===== src/rtl/seg_scan_capture_pkg.sv =====
// Shared constants, scan-bus payload type and helpers for the 7-segment scan capture block.
package seg_scan_pkg;

  localparam int unsigned NUM_DIGITS = 8;
  localparam int unsigned SEG_W      = 7;
  localparam int unsigned BCD_W      = 4;
  localparam int unsigned DIG_IDX_W  = 3;
  localparam int unsigned FRAME_W    = NUM_DIGITS * BCD_W;
  localparam int unsigned TO_CNT_W   = 16;

  // Standard lit-segment patterns, bit 0 = segment a.
  localparam logic [SEG_W-1:0] SEG_PAT_0 = 7'h3F;
  localparam logic [SEG_W-1:0] SEG_PAT_1 = 7'h06;
  localparam logic [SEG_W-1:0] SEG_PAT_2 = 7'h5B;
  localparam logic [SEG_W-1:0] SEG_PAT_3 = 7'h4F;
  localparam logic [SEG_W-1:0] SEG_PAT_4 = 7'h66;
  localparam logic [SEG_W-1:0] SEG_PAT_5 = 7'h6D;
  localparam logic [SEG_W-1:0] SEG_PAT_6 = 7'h7D;
  localparam logic [SEG_W-1:0] SEG_PAT_7 = 7'h07;
  localparam logic [SEG_W-1:0] SEG_PAT_8 = 7'h7F;
  localparam logic [SEG_W-1:0] SEG_PAT_9 = 7'h6F;
  localparam logic [SEG_W-1:0] SEG_PAT_OFF = 7'h00;

  localparam logic [BCD_W-1:0] BCD_BLANK = 4'hF;
  localparam logic [BCD_W-1:0] BCD_BAD   = 4'hE;

  // One synced, polarity-normalized observation of the scan bus.
  typedef struct packed {
    logic [NUM_DIGITS-1:0] en;
    logic [SEG_W-1:0]      seg;
    logic                  dp;
  } scan_vec_t;

  // Index of the active enable; only meaningful when exactly one bit is set.
  function automatic logic [DIG_IDX_W-1:0] onehot_idx(input logic [NUM_DIGITS-1:0] en);
    logic [DIG_IDX_W-1:0] idx;
    idx = '0;
    for (int unsigned i = 0; i < NUM_DIGITS; i++) begin
      if (en[i]) begin
        idx = idx | DIG_IDX_W'(i);
      end
    end
    return idx;
  endfunction

  // True when two or more enables are active at once.
  function automatic logic multi_hot(input logic [NUM_DIGITS-1:0] en);
    return |(en & (en - NUM_DIGITS'(1)));
  endfunction

endpackage


===== src/rtl/seg_scan_capture_seg7_to_bcd.sv =====
// Combinational 7-segment pattern to BCD decoder; all-off is blank, unknown patterns flag bad.
module seg7_to_bcd
  import seg_scan_pkg::*;
(
  input  logic [SEG_W-1:0] i_seg,
  output logic [BCD_W-1:0] o_bcd_c,
  output logic             o_bad_c
);

  // Exact-match lookup against the standard digit patterns.
  always_comb begin
    o_bcd_c = BCD_BAD;
    o_bad_c = 1'b0;
    case (i_seg)
      SEG_PAT_0:   o_bcd_c = 4'd0;
      SEG_PAT_1:   o_bcd_c = 4'd1;
      SEG_PAT_2:   o_bcd_c = 4'd2;
      SEG_PAT_3:   o_bcd_c = 4'd3;
      SEG_PAT_4:   o_bcd_c = 4'd4;
      SEG_PAT_5:   o_bcd_c = 4'd5;
      SEG_PAT_6:   o_bcd_c = 4'd6;
      SEG_PAT_7:   o_bcd_c = 4'd7;
      SEG_PAT_8:   o_bcd_c = 4'd8;
      SEG_PAT_9:   o_bcd_c = 4'd9;
      SEG_PAT_OFF: o_bcd_c = BCD_BLANK;
      default: begin
        o_bcd_c = BCD_BAD;
        o_bad_c = 1'b1;
      end
    endcase
  end

endmodule


===== src/rtl/seg_scan_capture.sv =====
// Receive side of the multiplexed 7-segment scan bus: syncs the pins, waits for a stable
// pattern, decodes it to BCD and reassembles 8-digit frames published with a valid pulse.
// Optional macro SEG_SCAN_TIMEOUT_EN builds a no-sample timeout driving 'stale'.
module seg_scan_capture
  import seg_scan_pkg::*;
#(
  parameter int unsigned STABLE_CYC     = 4,
  parameter int unsigned EN_ACTIVE_LOW  = 0,
  parameter int unsigned SEG_ACTIVE_LOW = 0
`ifdef SEG_SCAN_TIMEOUT_EN
  ,
  parameter int unsigned TIMEOUT_CYC    = 65535
`endif
) (
  input  logic                  clk,
  input  logic                  rst_n,
  input  logic [SEG_W-1:0]      seg_in,
  input  logic                  dp_in,
  input  logic [NUM_DIGITS-1:0] disp_en_in,
  output logic [FRAME_W-1:0]    digits,
  output logic [NUM_DIGITS-1:0] dp_mask,
  output logic                  frame_valid,
  output logic                  frame_bad,
  output logic                  multi_en_err,
  output logic                  stale
);

  localparam int unsigned CNT_W = $clog2(STABLE_CYC + 1);

  // Pin levels meaning "nothing lit / no digit selected"; the synchronizers reset to
  // these so an active-low bus does not look like all digits enabled after reset.
  localparam logic [NUM_DIGITS-1:0] EN_IDLE  = {NUM_DIGITS{EN_ACTIVE_LOW != 0}};
  localparam logic [SEG_W-1:0]      SEG_IDLE = {SEG_W{SEG_ACTIVE_LOW != 0}};
  localparam logic                  DP_IDLE  = (SEG_ACTIVE_LOW != 0);

  logic [SEG_W-1:0]      r_seg_s1, r_seg_s2;
  logic                  r_dp_s1, r_dp_s2;
  logic [NUM_DIGITS-1:0] r_en_s1, r_en_s2;

  scan_vec_t             w_vec;
  scan_vec_t             r_prev_vec;
  logic [CNT_W-1:0]      r_stab_cnt;
  logic [CNT_W-1:0]      w_stab_cnt_nxt;
  logic                  w_strobe;

  logic                  w_en_none;
  logic                  w_en_multi;
  logic                  w_en_single;
  logic [DIG_IDX_W-1:0]  w_idx;
  logic [BCD_W-1:0]      w_bcd;
  logic                  w_bad;
  logic                  w_publish;

  logic [FRAME_W-1:0]    r_shadow;
  logic [NUM_DIGITS-1:0] r_shadow_dp;
  logic [NUM_DIGITS-1:0] r_shadow_bad;
  logic [NUM_DIGITS-1:0] r_seen;

  logic [FRAME_W-1:0]    r_digits;
  logic [NUM_DIGITS-1:0] r_dp_mask;
  logic                  r_frame_valid;
  logic                  r_frame_bad;
  logic                  r_multi_en_err;

  // Two-flop synchronizers on every scan-bus pin.
  always_ff @(posedge clk or negedge rst_n) begin
    if (!rst_n) begin
      r_seg_s1 <= SEG_IDLE;
      r_seg_s2 <= SEG_IDLE;
      r_dp_s1  <= DP_IDLE;
      r_dp_s2  <= DP_IDLE;
      r_en_s1  <= EN_IDLE;
      r_en_s2  <= EN_IDLE;
    end else begin
      r_seg_s1 <= seg_in;
      r_seg_s2 <= r_seg_s1;
      r_dp_s1  <= dp_in;
      r_dp_s2  <= r_dp_s1;
      r_en_s1  <= disp_en_in;
      r_en_s2  <= r_en_s1;
    end
  end

  // Normalize polarity so 1 always means enabled / lit.
  always_comb begin
    w_vec     = '0;
    w_vec.en  = r_en_s2 ^ EN_IDLE;
    w_vec.seg = r_seg_s2 ^ SEG_IDLE;
    w_vec.dp  = r_dp_s2 ^ DP_IDLE;
  end

  // Run-length of the current synced vector; saturates one above the strobe point so the
  // strobe value is only ever reached once per run.
  always_comb begin
    w_stab_cnt_nxt = r_stab_cnt;
    if (w_vec != r_prev_vec) begin
      w_stab_cnt_nxt = '0;
    end else if (r_stab_cnt != CNT_W'(STABLE_CYC)) begin
      w_stab_cnt_nxt = r_stab_cnt + CNT_W'(1);
    end
  end

  assign w_strobe = (w_stab_cnt_nxt == CNT_W'(STABLE_CYC - 1));

  // Stability tracking registers.
  always_ff @(posedge clk or negedge rst_n) begin
    if (!rst_n) begin
      r_prev_vec <= '0;
      r_stab_cnt <= '0;
    end else begin
      r_prev_vec <= w_vec;
      r_stab_cnt <= w_stab_cnt_nxt;
    end
  end

  // Enable classification for the sampled vector.
  assign w_en_none   = (w_vec.en == '0);
  assign w_en_multi  = multi_hot(w_vec.en);
  assign w_en_single = !w_en_none && !w_en_multi;
  assign w_idx       = onehot_idx(w_vec.en);

  seg7_to_bcd u_dec (
    .i_seg   (w_vec.seg),
    .o_bcd_c (w_bcd),
    .o_bad_c (w_bad)
  );

  // Digit 0 of a new scan closes the previous frame if every digit was seen.
  assign w_publish = w_strobe && w_en_single && (w_idx == '0) && (r_seen == '1);

  // Shadow frame assembly and seen-mask bookkeeping.
  always_ff @(posedge clk or negedge rst_n) begin
    if (!rst_n) begin
      r_shadow     <= '0;
      r_shadow_dp  <= '0;
      r_shadow_bad <= '0;
      r_seen       <= '0;
    end else if (w_strobe) begin
      if (w_en_multi) begin
        r_seen <= '0;
      end else if (w_en_single) begin
        r_shadow[{w_idx, 2'b00} +: BCD_W] <= w_bcd;
        r_shadow_dp[w_idx]                <= w_vec.dp;
        r_shadow_bad[w_idx]               <= w_bad;
        if (w_idx == '0) begin
          r_seen <= NUM_DIGITS'(1);
        end else begin
          r_seen[w_idx] <= 1'b1;
        end
      end
    end
  end

  // Published frame, held between publishes, plus the single-cycle pulses.
  always_ff @(posedge clk or negedge rst_n) begin
    if (!rst_n) begin
      r_digits       <= '1;
      r_dp_mask      <= '0;
      r_frame_bad    <= 1'b0;
      r_frame_valid  <= 1'b0;
      r_multi_en_err <= 1'b0;
    end else begin
      r_frame_valid  <= w_publish;
      r_multi_en_err <= w_strobe && w_en_multi;
      if (w_publish) begin
        r_digits    <= r_shadow;
        r_dp_mask   <= r_shadow_dp;
        r_frame_bad <= |r_shadow_bad;
      end
    end
  end

  assign digits       = r_digits;
  assign dp_mask      = r_dp_mask;
  assign frame_valid  = r_frame_valid;
  assign frame_bad    = r_frame_bad;
  assign multi_en_err = r_multi_en_err;

`ifdef SEG_SCAN_TIMEOUT_EN
  logic [TO_CNT_W-1:0] r_to_cnt;
  logic [TO_CNT_W-1:0] w_to_cnt_nxt;
  logic                r_stale;

  // Cycles since the last valid single-digit sample, saturating.
  always_comb begin
    w_to_cnt_nxt = r_to_cnt;
    if (w_strobe && w_en_single) begin
      w_to_cnt_nxt = '0;
    end else if (r_to_cnt != '1) begin
      w_to_cnt_nxt = r_to_cnt + TO_CNT_W'(1);
    end
  end

  // Timeout counter and registered stale flag tracking it.
  always_ff @(posedge clk or negedge rst_n) begin
    if (!rst_n) begin
      r_to_cnt <= '0;
      r_stale  <= 1'b0;
    end else begin
      r_to_cnt <= w_to_cnt_nxt;
      r_stale  <= (32'(w_to_cnt_nxt) >= TIMEOUT_CYC);
    end
  end

  assign stale = r_stale;
`else
  assign stale = 1'b0;
`endif

endmodule


===== config.mk =====
export PLATFORM = sky130hd
export DESIGN_NAME = seg_scan_capture
export DESIGN_NICKNAME = d
export VERILOG_FILES = /design/src/rtl/seg_scan_capture_pkg.sv /design/src/rtl/seg_scan_capture_seg7_to_bcd.sv /design/src/rtl/seg_scan_capture.sv
export SDC_FILE = /design/constraint.sdc
export NUM_CORES = 1
export LEC_CHECK = 0
export ABC_AREA = 1
export CAP_MARGIN = 20
export CORE_ASPECT_RATIO = 0.9
export CORE_MARGIN = 2
export CORE_UTILIZATION = 58
export CTS_CLUSTER_DIAMETER = 80
export DETAILED_ROUTE_END_ITERATION = 10
export GPL_ROUTABILITY_DRIVEN = 0
export HOLD_SLACK_MARGIN = 0.03
export MAX_ROUTING_LAYER = met4
export PLACE_DENSITY_LB_ADDON = 0.1
export SLEW_MARGIN = 5
export SYNTH_ARGS = -nofsm -noshare
export SYNTH_HDL_FRONTEND = slang
export SYNTH_HIERARCHICAL = 1
export SYNTH_SLANG_ARGS = --single-unit

===== constraint.sdc =====
create_clock -name clk -period 3 [get_ports clk]
set_input_delay 0.45 -clock clk [delete_from_list [all_inputs] [get_ports clk]]
set_output_delay 0.45 -clock clk [all_outputs]
set_load 0.05 [all_outputs]

==> results of run 1 <==
cells in the mapped netlist, drive strengths merged:
cell,instances
nand2,290
dfrtp,118
nand4,112
nor2,83
inv,65
dfstp,32
nor3,26
nand3,21
buf,20
clkbuf,16
o21ai,5
a21oi,4
ha,4
nor4,2
o21bai,2
xor2,2
clkinv,1
conb,1
nor3b,1
o211ai,1
or2,1
timing repair:
item,4_1_cts,5_1_grt
gates resized for setup,0,3
hold buffers,1,0
setup buffers,0,0
hold endpoints to repair,9,0
setup endpoints to repair,0,24
worst min-delay path by stage:
stage	end	cells after the start	start	slack (ns)
CTS	r_seg_s2[3]$_DFF_PN0_	0	r_seg_s1[3]$_DFF_PN0_	0.35
finish	r_en_s2[5]$_DFF_PN0_	0	r_en_s1[5]$_DFF_PN0_	0.34
detailed placement	r_en_s2[2]$_DFF_PN0_	0	r_en_s1[2]$_DFF_PN0_	0.34
global placement	r_en_s2[6]$_DFF_PN0_	0	r_en_s1[6]$_DFF_PN0_	0.33
global route	r_en_s2[0]$_DFF_PN0_	0	r_en_s1[0]$_DFF_PN0_	0.35
floorplan	dp_mask[0]$_DFFE_PN0P_	0	rst_n	0.15
metal layers:
metal / track usage [%] / wire (um) / share of wire (%)
met1: 32.2 / 6340 / 41
met5: - / 0 / 0
met4: 12.0 / 400 / 2.6
met3: 5.67 / 894 / 5.8
met2: 44.1 / 7690 / 50
logic make-up (layout without fill, tap and decap cells):
| group | Yosys count | count (layout) | synth area share (%) |
|---|---|---|---|
| AND/OR/NAND/NOR | 536 | 536 | 36.4 |
| XOR/XNOR | 2 | 2 | 0.254 |
| flip-flops | 150 | 150 | 55.0 |
| other | 1 | 1 | 0.0544 |
| buffers and inverters | 102 | 168 | 6.51 |
| adder cells (fa/ha/maj) | 4 | 4 | 0.726 |
| AO/OA/AOI/OAI | 12 | 12 | 1.03 |
worst max-delay path, stage by stage, from the launching register on:
cell and delay, ns:
dfrtp_1 0.46, nor3_4 0.27, nand2_1 0.11, inv_2 0.16
ha_1 0.18, ha_2 0.20, nand4_1 0.10, nor3_2 0.23
nand4_4 0.52, nand2_1 0.22, nand2_1 0.06
layout make-up:
class                      instances  area (um2)
fill                             855        3250
clock buffer                      25         505
multi-input combinational        555        2680
sequential                       150        3790
clock inverter                     7         140
timing repair buffer              70         717
inverter                          66         248
tap                              156         195
through the flow:
step	setup slack (ns)	instances	utilization [%]	instance area [um2]	total power, mW
4_1_cts	0.285	1029	71.7	8270	4.60
5_1_grt	0.0620	1029	71.8	8280	4.72
2_1_floorplan	0.636	807	-	6900	2.21
6_report	0.363	1029	71.8	8280	4.56
3_3_place_gp	0.445	996	66.0	7610	2.29
3_5_place_dp	0.293	996	66.0	7610	2.30
flip-flops by register name, summed over array words and instances (netlist names):
signal,cells
r_shadow,32
frame_valid,1
r_seg_s1,7
r_shadow_bad,8
r_stab_cnt,3
r_prev_vec,16
r_en_s2,8
digits,32
r_seen,8
multi_en_err,1
r_en_s1,8
r_seg_s2,7
frame_bad,1
r_shadow_dp,8
dp_mask,8
r_dp_s2,1
r_dp_s1,1
power by group through the flow:
stage | Clock (mW) | Combinational, mW | Sequential, mW
2_1_floorplan | 0 | 0.0963 | 2.11
3_3_place_gp | 0 | 0.175 | 2.12
3_5_place_dp | 0 | 0.182 | 2.12
4_1_cts | 2.33 | 0.185 | 2.09
5_1_grt | 2.42 | 0.208 | 2.09
6_report | 2.29 | 0.184 | 2.09
==> metrics.txt, run 1 <==
crit path launch=r_en_s2[1]$_DFF_PN0_; row count=37; Sw Ratio=20.7%; DRC errors left=0; vias per cell=5.62; first-pass GRT wire length=roughly 26 mm; R2R Path End=dp_mask[6]$_DFFE_PN0P_; Max Slew Vio Count=0; Flop pwr share=45.8%; CTS buffer count=17; CP max FO=42; Critical Path Source Type=register; Achievable Freq=379 MHz; relative slew slack=58.3%; initial antenna violation count=0; CP required=approximately 3.3 ns; WL/cell=14.9 um; Antenna Diode Count=0; Die Y=107 um; Clock Latency Late Sink=0.43 ns; Crit Path Class=register to register; Antenna Violating Nets Remaining=0; Synth top area share=around 43%; First DRT Iteration DRCs=462; Die W=119 um; RSZ-0062 raised after global routing=no; Initial Utilization=59.8%; syn_nets=829; Clk network pwr share=between 50% and 60%; clk sink count=150; GRT Util Overall=between 20% and 30%; Worst EP arrival=slightly below 3 ns; post-synthesis sequential area ratio=55.0%; clk slew on worst S/H paths=0.06 ns; core area=0.0115 mm2; maximum VDD drop=0.419 mV; Via Count=5785; gr ovfl total=0; Reg2Reg Depth=10; # IOs=62; Reg-to-Reg Start=r_en_s2[1]$_DFF_PN0_; area leader, netlist=dfrtp_1; logic gate share of total power=4.0%; Setup crit end=dp_mask[6]$_DFFE_PN0P_; post-synthesis cell type count=35; Yosys Warn Count=6; max_cap viols=0; Period Utilization, post-route=87.9%; # port buffers=60; pin count of the biggest net entering global routing=82; NetSw=0.944 mW; vias in the first global route=5704; Final Setup Violations=0; outcome=completed; fraction of layout cells with a size suffix above 1=12.8%; Fin. Hold Viols=0; Worst Tran Pin Value=0.624 ns; total die area=0.0128 mm2; most common cell after layout, fill and taps aside=nand2_1; Pleak=4.13 nW; drt first pass iters=6; min cycle time layout=2.64 ns; root buf cell=clkbuf_16; Setup crit end kind=register; Cell Area, Synth=roughly 0.007 mm2; Power per Cell Area=551 mW/mm2; fin nets=882; Cells after Synth=approximately 810; Pint=3.62 mW; CTS Buffer Depth=2; most frequent cells in the layout=nand2_1, dfrtp_1, nand4_1; Avg Inst Size Synth=8.55 um2; CTS tree=yes; Post-Route WL=15.3 mm; Area contributors post-synth=dfrtp_1, nand2_1, dfstp_2; H-tree depth=4; DP HPWL=10.3 mm; R2R Setup Slk=0.36 ns; Total Neg Setup Slack=0 ns; Post-Route Skew=around 0.0099 ns; min-delay worst type=register to register; Seq cells post-synth=150; Fin Hold WS=~0.34 ns; Area Growth Syn to Fin=20.0%
Note: power is estimated with default switching activity, not from simulation.
==> inputs of run 2 (changes only) <==
- CORE_UTILIZATION: 58 -> 45
==> run 2 against run 1 <==
  * Worst hold slack worse by 0.29 ns
  * Wire length down 1.3%
  * Final cell count up 4.1%
  * Setup slack better by 0.032 ns
  * Non-clock buffer count unchanged
  * Critical path type unchanged
==> metrics.txt, run 2 (synthesis gave the netlist of run 1 again) <==
pin count of the biggest net entering global routing=79 (-3.7%); crit path launch=r_en_s2[5]$_DFF_PN0_; CTS buffer count=17 (unchanged); R2R Path End=dp_mask[7]$_DFFE_PN0P_; core area=0.0149 mm2 (+29%); maximum VDD drop=0.395 mV (-5.8%); H-tree depth=4 (unchanged); Die Y=121 um (+13%); CP max FO=42 (unchanged); initial antenna violation count=0 (unchanged); Fin. Hold Viols=0 (unchanged); relative slew slack=55.3% (-3.0 points); min-delay worst type=input pin to asynchronous set/reset pin; # IOs=62 (unchanged); DP HPWL=10.4 mm (+0.70%); CTS tree=yes; Total Neg Setup Slack=0 ns (unchanged); Post-Route WL=15.1 mm (-1.3%); clk sink count=150 (unchanged); RSZ-0062 raised after global routing=no; DRC errors left=0 (unchanged); most frequent cells in the layout=nand2_1, dfrtp_1, nand4_1; min cycle time layout=2.60 ns (-0.0320 ns); root buf cell=clkbuf_16; Die W=135 um (+13%); Post-Place Setup Slack=0.296 ns (+0.00381 ns); Power per Cell Area=535 mW/mm2 (-2.8%); max_cap viols=0 (unchanged); Fin Hold WS=0.0562 ns (-0.286 ns); clk slew on worst S/H paths=0.06 ns (about the same); vias per cell=5.17 (-8.1%); Worst EP arrival=2.91 ns (-0.03 ns); row count=42 (+14%); First DRT Iteration DRCs=339 (-27%); CTS Buffer Depth=2 (unchanged); Setup crit end kind=register; FF+latch area=0.00379 mm2 (unchanged); # port buffers=60 (unchanged); drt first pass iters=4 (-2); fin nets=882 (unchanged); Clock Latency Late Sink=0.42 ns (about the same); area taken by multi-input logic gates=0.00267 mm2 (-0.33%); fillers=1343 (+57%); Antenna Violating Nets Remaining=0 (unchanged); Final Power=4.42 mW (-3.0%); Period Utilization, post-route=86.8% (-1.1 points); post-route insts no fill=1071 (+4.1%); Max Slew Vio Count=0 (unchanged); fraction of layout cells with a size suffix above 1=12.8% (unchanged); Crit Path Class=register to register; Initial Utilization=46.4% (-13 points); outcome=completed; total die area=0.0163 mm2 (+28%); Via Count=5535 (-4.3%); most common cell after layout, fill and taps aside=nand2_1; Final Setup Violations=0 (unchanged); Critical Path Source Type=register; first-pass GRT wire length=25.8 mm (-2.4%); Post-Route Skew=0.00973 ns (-0.000215 ns); Post-CTS Setup Bufs=0 (unchanged); placed cell count=1039 (+4.3%); Achievable Freq=384 MHz (+1.2%); GRT Util Overall=20.6% (-6.2 points); gr ovfl total=0 (unchanged); CP required=3.31 ns (about the same); WL/cell=14.1 um (-5.2%); R2R Setup Slk=0.40 ns (+0.03 ns); Area Growth Syn to Fin=19.8%; Worst Tran Pin Value=0.670 ns (+0.0459 ns); Pleak=4.11 nW (-0.51%); Reg-to-Reg Start=r_en_s2[5]$_DFF_PN0_; vias in the first global route=5332 (-6.5%); Antenna Diode Count=0 (unchanged); worst setup margin=0.396 ns (+0.0320 ns); Reg2Reg Depth=10 (unchanged)
-- run 2: changes by cell type in the layout (fill, tap and decap cells not counted), sizes merged --
cell | before | now
clkinv | 2 | 5
clkbuf | 25 | 23
buf | 10 | 11
bufinv | 4 | 3
dlygate4sd3 | 1 | 0
-- run 2: stage by stage --
step | area (um2) | utilization, %
after detailed placement | 7660 | 51.5
after global routing | 8270 | 55.6
final | 8270 | 55.6
after CTS | 8260 | 55.6
after floorplan | 6900 | -
after global placement | 7660 | 51.5
-- run 2: how the worst max path moves through the flow --
stage | endpoint | slack (ns)
6_report | dp_mask[7]$_DFFE_PN0P_ | 0.40
4_1_cts | r_shadow[8]$_DFFE_PN0P_ | 0.25
3_3_place_gp | r_shadow[8]$_DFFE_PN0P_ | 0.41
3_5_place_dp | r_shadow[8]$_DFFE_PN0P_ | 0.30
5_1_grt | dp_mask[7]$_DFFE_PN0P_ | 0.05
2_1_floorplan | dp_mask[0]$_DFFE_PN0P_ | 0.64
-- run 2: cell type report --
class	instances	area share, %
Inverter	66	3.00
Clock buffer	23	5.78
Multi-Input combinational cell	555	32.3
Sequential cell	150	45.9
Timing Repair Buffer	70	8.49
Clock inverter	9	1.51
Tap cell	198	3.00
-- run 2: report_power, final --
group / internal, mW / switching, mW / total (mW) / leakage (nW)
combinational: 0.0551 / 0.126 / 0.181 / 1.95
clock: 1.37 / 0.787 / 2.15 / 0.293
sequential: 2.06 / 0.0291 / 2.09 / 1.87
total: 3.48 / 0.943 / 4.42 / 4.11
-- run 2: per-layer routing --
layer | part of all wire [%] | GRT usage [%] | up-vias
li1 | - | - | 2766
met5 | 0 | - | -
met2 | 47 | 31.7 | 129
met3 | 4.0 | 3.97 | 22
met1 | 47 | 27.1 | 2618
met4 | 1.8 | 7.83 | 0
-- run 2: worst max-delay path, stage by stage (launching register included) --
cell and delay [ns]:
dfrtp_1 0.44, nor3_2 0.26, nand2_1 0.12, inv_2 0.16, ha_1 0.18, ha_2 0.19
nand4_1 0.09, nor3_2 0.21, nand4_4 0.51, nand2_1 0.23, nand2_1 0.06
-- run 2: what timing repair did --
item / 4_1_cts / 5_1_grt
hold buffers: 0 / 0
endpoints found under the setup margin: 0 / 4
resized for setup: 0 / 1
==> inputs of run 3 (changes only) <==
- GPL_TIMING_DRIVEN: default -> 0
==> run 3 against run 2 <==
  * Utilization is 1.2 points higher
  * Clock skew down 0.0024 ns
  * Worst hold slack got worse by 0.042 ns
  * Critical path type unchanged
  * Highest routed layer unchanged
  * Fmax decreased by 3.3%
  * Sequential power is essentially flat
  * Clock power grew 4%
  * Clock-buffer cell count is the same
  * Final area rose by 2.2%
  * Sequential cell count did not move
  * Critical path depth unchanged
==> metrics.txt, run 3 (synthesis gave the netlist of run 1 again) <==
outcome=completed; row count=42 (unchanged); vias in the first global route=5649 (+5.9%); # IOs=62 (unchanged); Total Neg Setup Slack=0 ns (unchanged); fin nets=910 (+3.2%); CP max-delay cell=dfrtp_1; NetSw=0.942 mW (about the same); Power per Cell Area=534 mW/mm2 (-0.22%); DP HPWL=11.7 mm (+13%); Post-Route Skew=0.00738 ns (-0.00236 ns); clk slew on worst S/H paths=0.06 ns (about the same); vias per cell=5.23 (+1.2%); Antenna Diode Count=0 (unchanged); most common cell after layout, fill and taps aside=nand2_1; Via Count=5746 (+3.8%); CTS buffer count=17 (unchanged); Post-Route WL=16.0 mm (+6.0%); WL/cell=14.6 um (+3.3%); RSZ-0062 raised after global routing=no; Critical Path Source Type=register; first-pass GRT wire length=27.2 mm (+5.6%); CP required=3.31 ns (about the same); Initial Utilization=46.4% (unchanged); First DRT Iteration DRCs=440 (+30%); CTS tree=yes; CP cell instances=nor3_4, nand2_1, inv_2, ha_1, ha_1, clkbuf_1, clkbuf_1, nor3_1, nand4_1, nand2_1; post-layout util=56.8% (+1.2 points); Clk network pwr share=49.6% (+0.9 points); Pleak=4.25 nW (+3.4%); Top delay family on crit path=buffers and inverters; min cycle time layout=2.69 ns (+0.0883 ns); DRC errors left=0 (unchanged); most frequent cells in the layout=nand2_1, dfrtp_1, nand4_1; Pint=3.57 mW (+2.5%); Achievable Freq=371 MHz (-3.3%); gr ovfl total=0 (unchanged); min-delay worst type=input pin to asynchronous set/reset pin; Setup crit end kind=register; Worst Tran Pin Value=0.638 ns (-0.0323 ns); post-route insts no fill=1099 (+2.6%); post-route cell area=0.00845 mm2 (+2.2%); critical path's largest stage delay=0.46 ns (-0.05 ns); initial antenna violation count=0 (unchanged); CP max FO=10 (-76%); placed cell count=1066 (+2.6%); logic gate share of total power=4.1% (about the same); Crit Path Class=register to register; # port buffers=60 (unchanged); Fin. Hold Viols=0 (unchanged); fraction of layout cells with a size suffix above 1=14.3% (+1.5 points); relative slew slack=57.5% (+2.2 points); max_cap viols=0 (unchanged); Worst EP arrival=3.01 ns (+0.10 ns); Antenna Violating Nets Remaining=0 (unchanged); Buffers & Inverters on Critical Path=3 (+2); Sw Ratio=20.9% (-0.42 points); Flop pwr share=46.3% (-0.9 points); Area Growth Syn to Fin=22.4%; clk sink count=150 (unchanged); Period Utilization, post-route=89.8% (+2.9 points); Die W=135 um (unchanged); Clock Latency Late Sink=0.43 ns (about the same); GRT Util Overall=22.0% (+1.5 points); drt first pass iters=5 (+1); H-tree depth=4 (unchanged); Area after DPL=0.00777 mm2 (+1.5%); total die area=0.0163 mm2 (unchanged); pin count of the biggest net entering global routing=82 (+3.8%); core area=0.0149 mm2 (unchanged); root buf cell=clkbuf_16; Die Y=121 um (unchanged); Final Setup Violations=0 (unchanged); maximum VDD drop=0.408 mV (+3.4%); CTS Buffer Depth=2 (unchanged); Max Slew Vio Count=0 (unchanged)
## run 3: cell count changes in the layout (fill, tap and decap cells not counted), moves of 2 or more
cell / change
buf_2: +4
buf_4: +8
clkbuf_1: +9
clkbuf_2: +7
clkinvlp_4: -2
nor2_2: +2
nor2_4: -2
nor3_2: -2
nor3_4: +2
## run 3: layout make-up
class	count	area, um2
Fill cell	1390	6430
Sequential cell	150	3790
Multi-Input combinational cell	555	2670
Timing Repair Buffer	62	649
Clock buffer	23	478
Inverter	66	248
Tap cell	198	248
Buffer	36	209
Clock inverter	9	148
## run 3: worst paths after layout
check / start / to / slack [ns] / depth (start not counted)
min in group clk: r_en_s1[0]$_DFF_PN0_ / r_en_s2[0]$_DFF_PN0_ / 0.35 / 0
worst min register to register: r_en_s1[0]$_DFF_PN0_ / r_en_s2[0]$_DFF_PN0_ / 0.35 / 0
worst max-delay path: r_en_s2[1]$_DFF_PN0_ / r_shadow[26]$_DFFE_PN0P_ / 0.31 / 10
worst min-delay path: rst_n / r_seg_s1[6]$_DFF_PN0_ / 0.01 / 1
worst max register to register: r_en_s2[1]$_DFF_PN0_ / r_shadow[26]$_DFFE_PN0P_ / 0.31 / 10
max in group asynchronous: rst_n / digits[6]$_DFFE_PN1P_ / 2.16 / 2
## run 3: what timing repair did
| action | CTS | global route |
|---|---|---|
| pin swaps | 0 | 1 |
| setup endpoints to repair | 42 | 57 |
| gates resized for setup | 2 | 12 |
| hold endpoints to repair | 0 | 0 |
| hold buffers | 0 | 0 |
| buffers inserted | 0 | 1 |
## run 3: per-layer routing
metal	GRT usage (%)	share of wire (%)
met1	29.1	46
met2	33.2	47
met3	4.09	5.4
met4	10.1	2.0
met5	-	0
## run 3: metrics by stage
stage,worst slack (ns),power [mW],hold WS (ns)
floorplan,0.636,2.21,0.154
global placement,-4.24,2.30,0.331
detailed placement,-0.349,2.31,0.335
CTS,0.0546,4.56,0.0340
global route,0.0446,4.68,0.0607
finish,0.307,4.51,0.0142
## run 3: worst register-to-register path, delay by kind of cell, from the launching register on
| kind | cells | cell delay [ns] |
|---|---|---|
| buffers and inverters | 3 | 0.96 |
| AND/OR/NAND/NOR | 5 | 0.79 |
| adder cells (fa/ha/maj) | 2 | 0.37 |
| flip-flops | 1 | 0.46 |
## run 3: power groups by stage
| stage | clock network, mW | registers [mW] | logic (mW) |
|---|---|---|---|
| 6_report | 2.24 | 2.09 | 0.185 |
| 5_1_grt | 2.38 | 2.09 | 0.212 |
| 4_1_cts | 2.29 | 2.09 | 0.187 |
| 3_5_place_dp | 0 | 2.12 | 0.186 |
| 3_3_place_gp | 0 | 2.12 | 0.177 |
| 2_1_floorplan | 0 | 2.11 | 0.0963 |
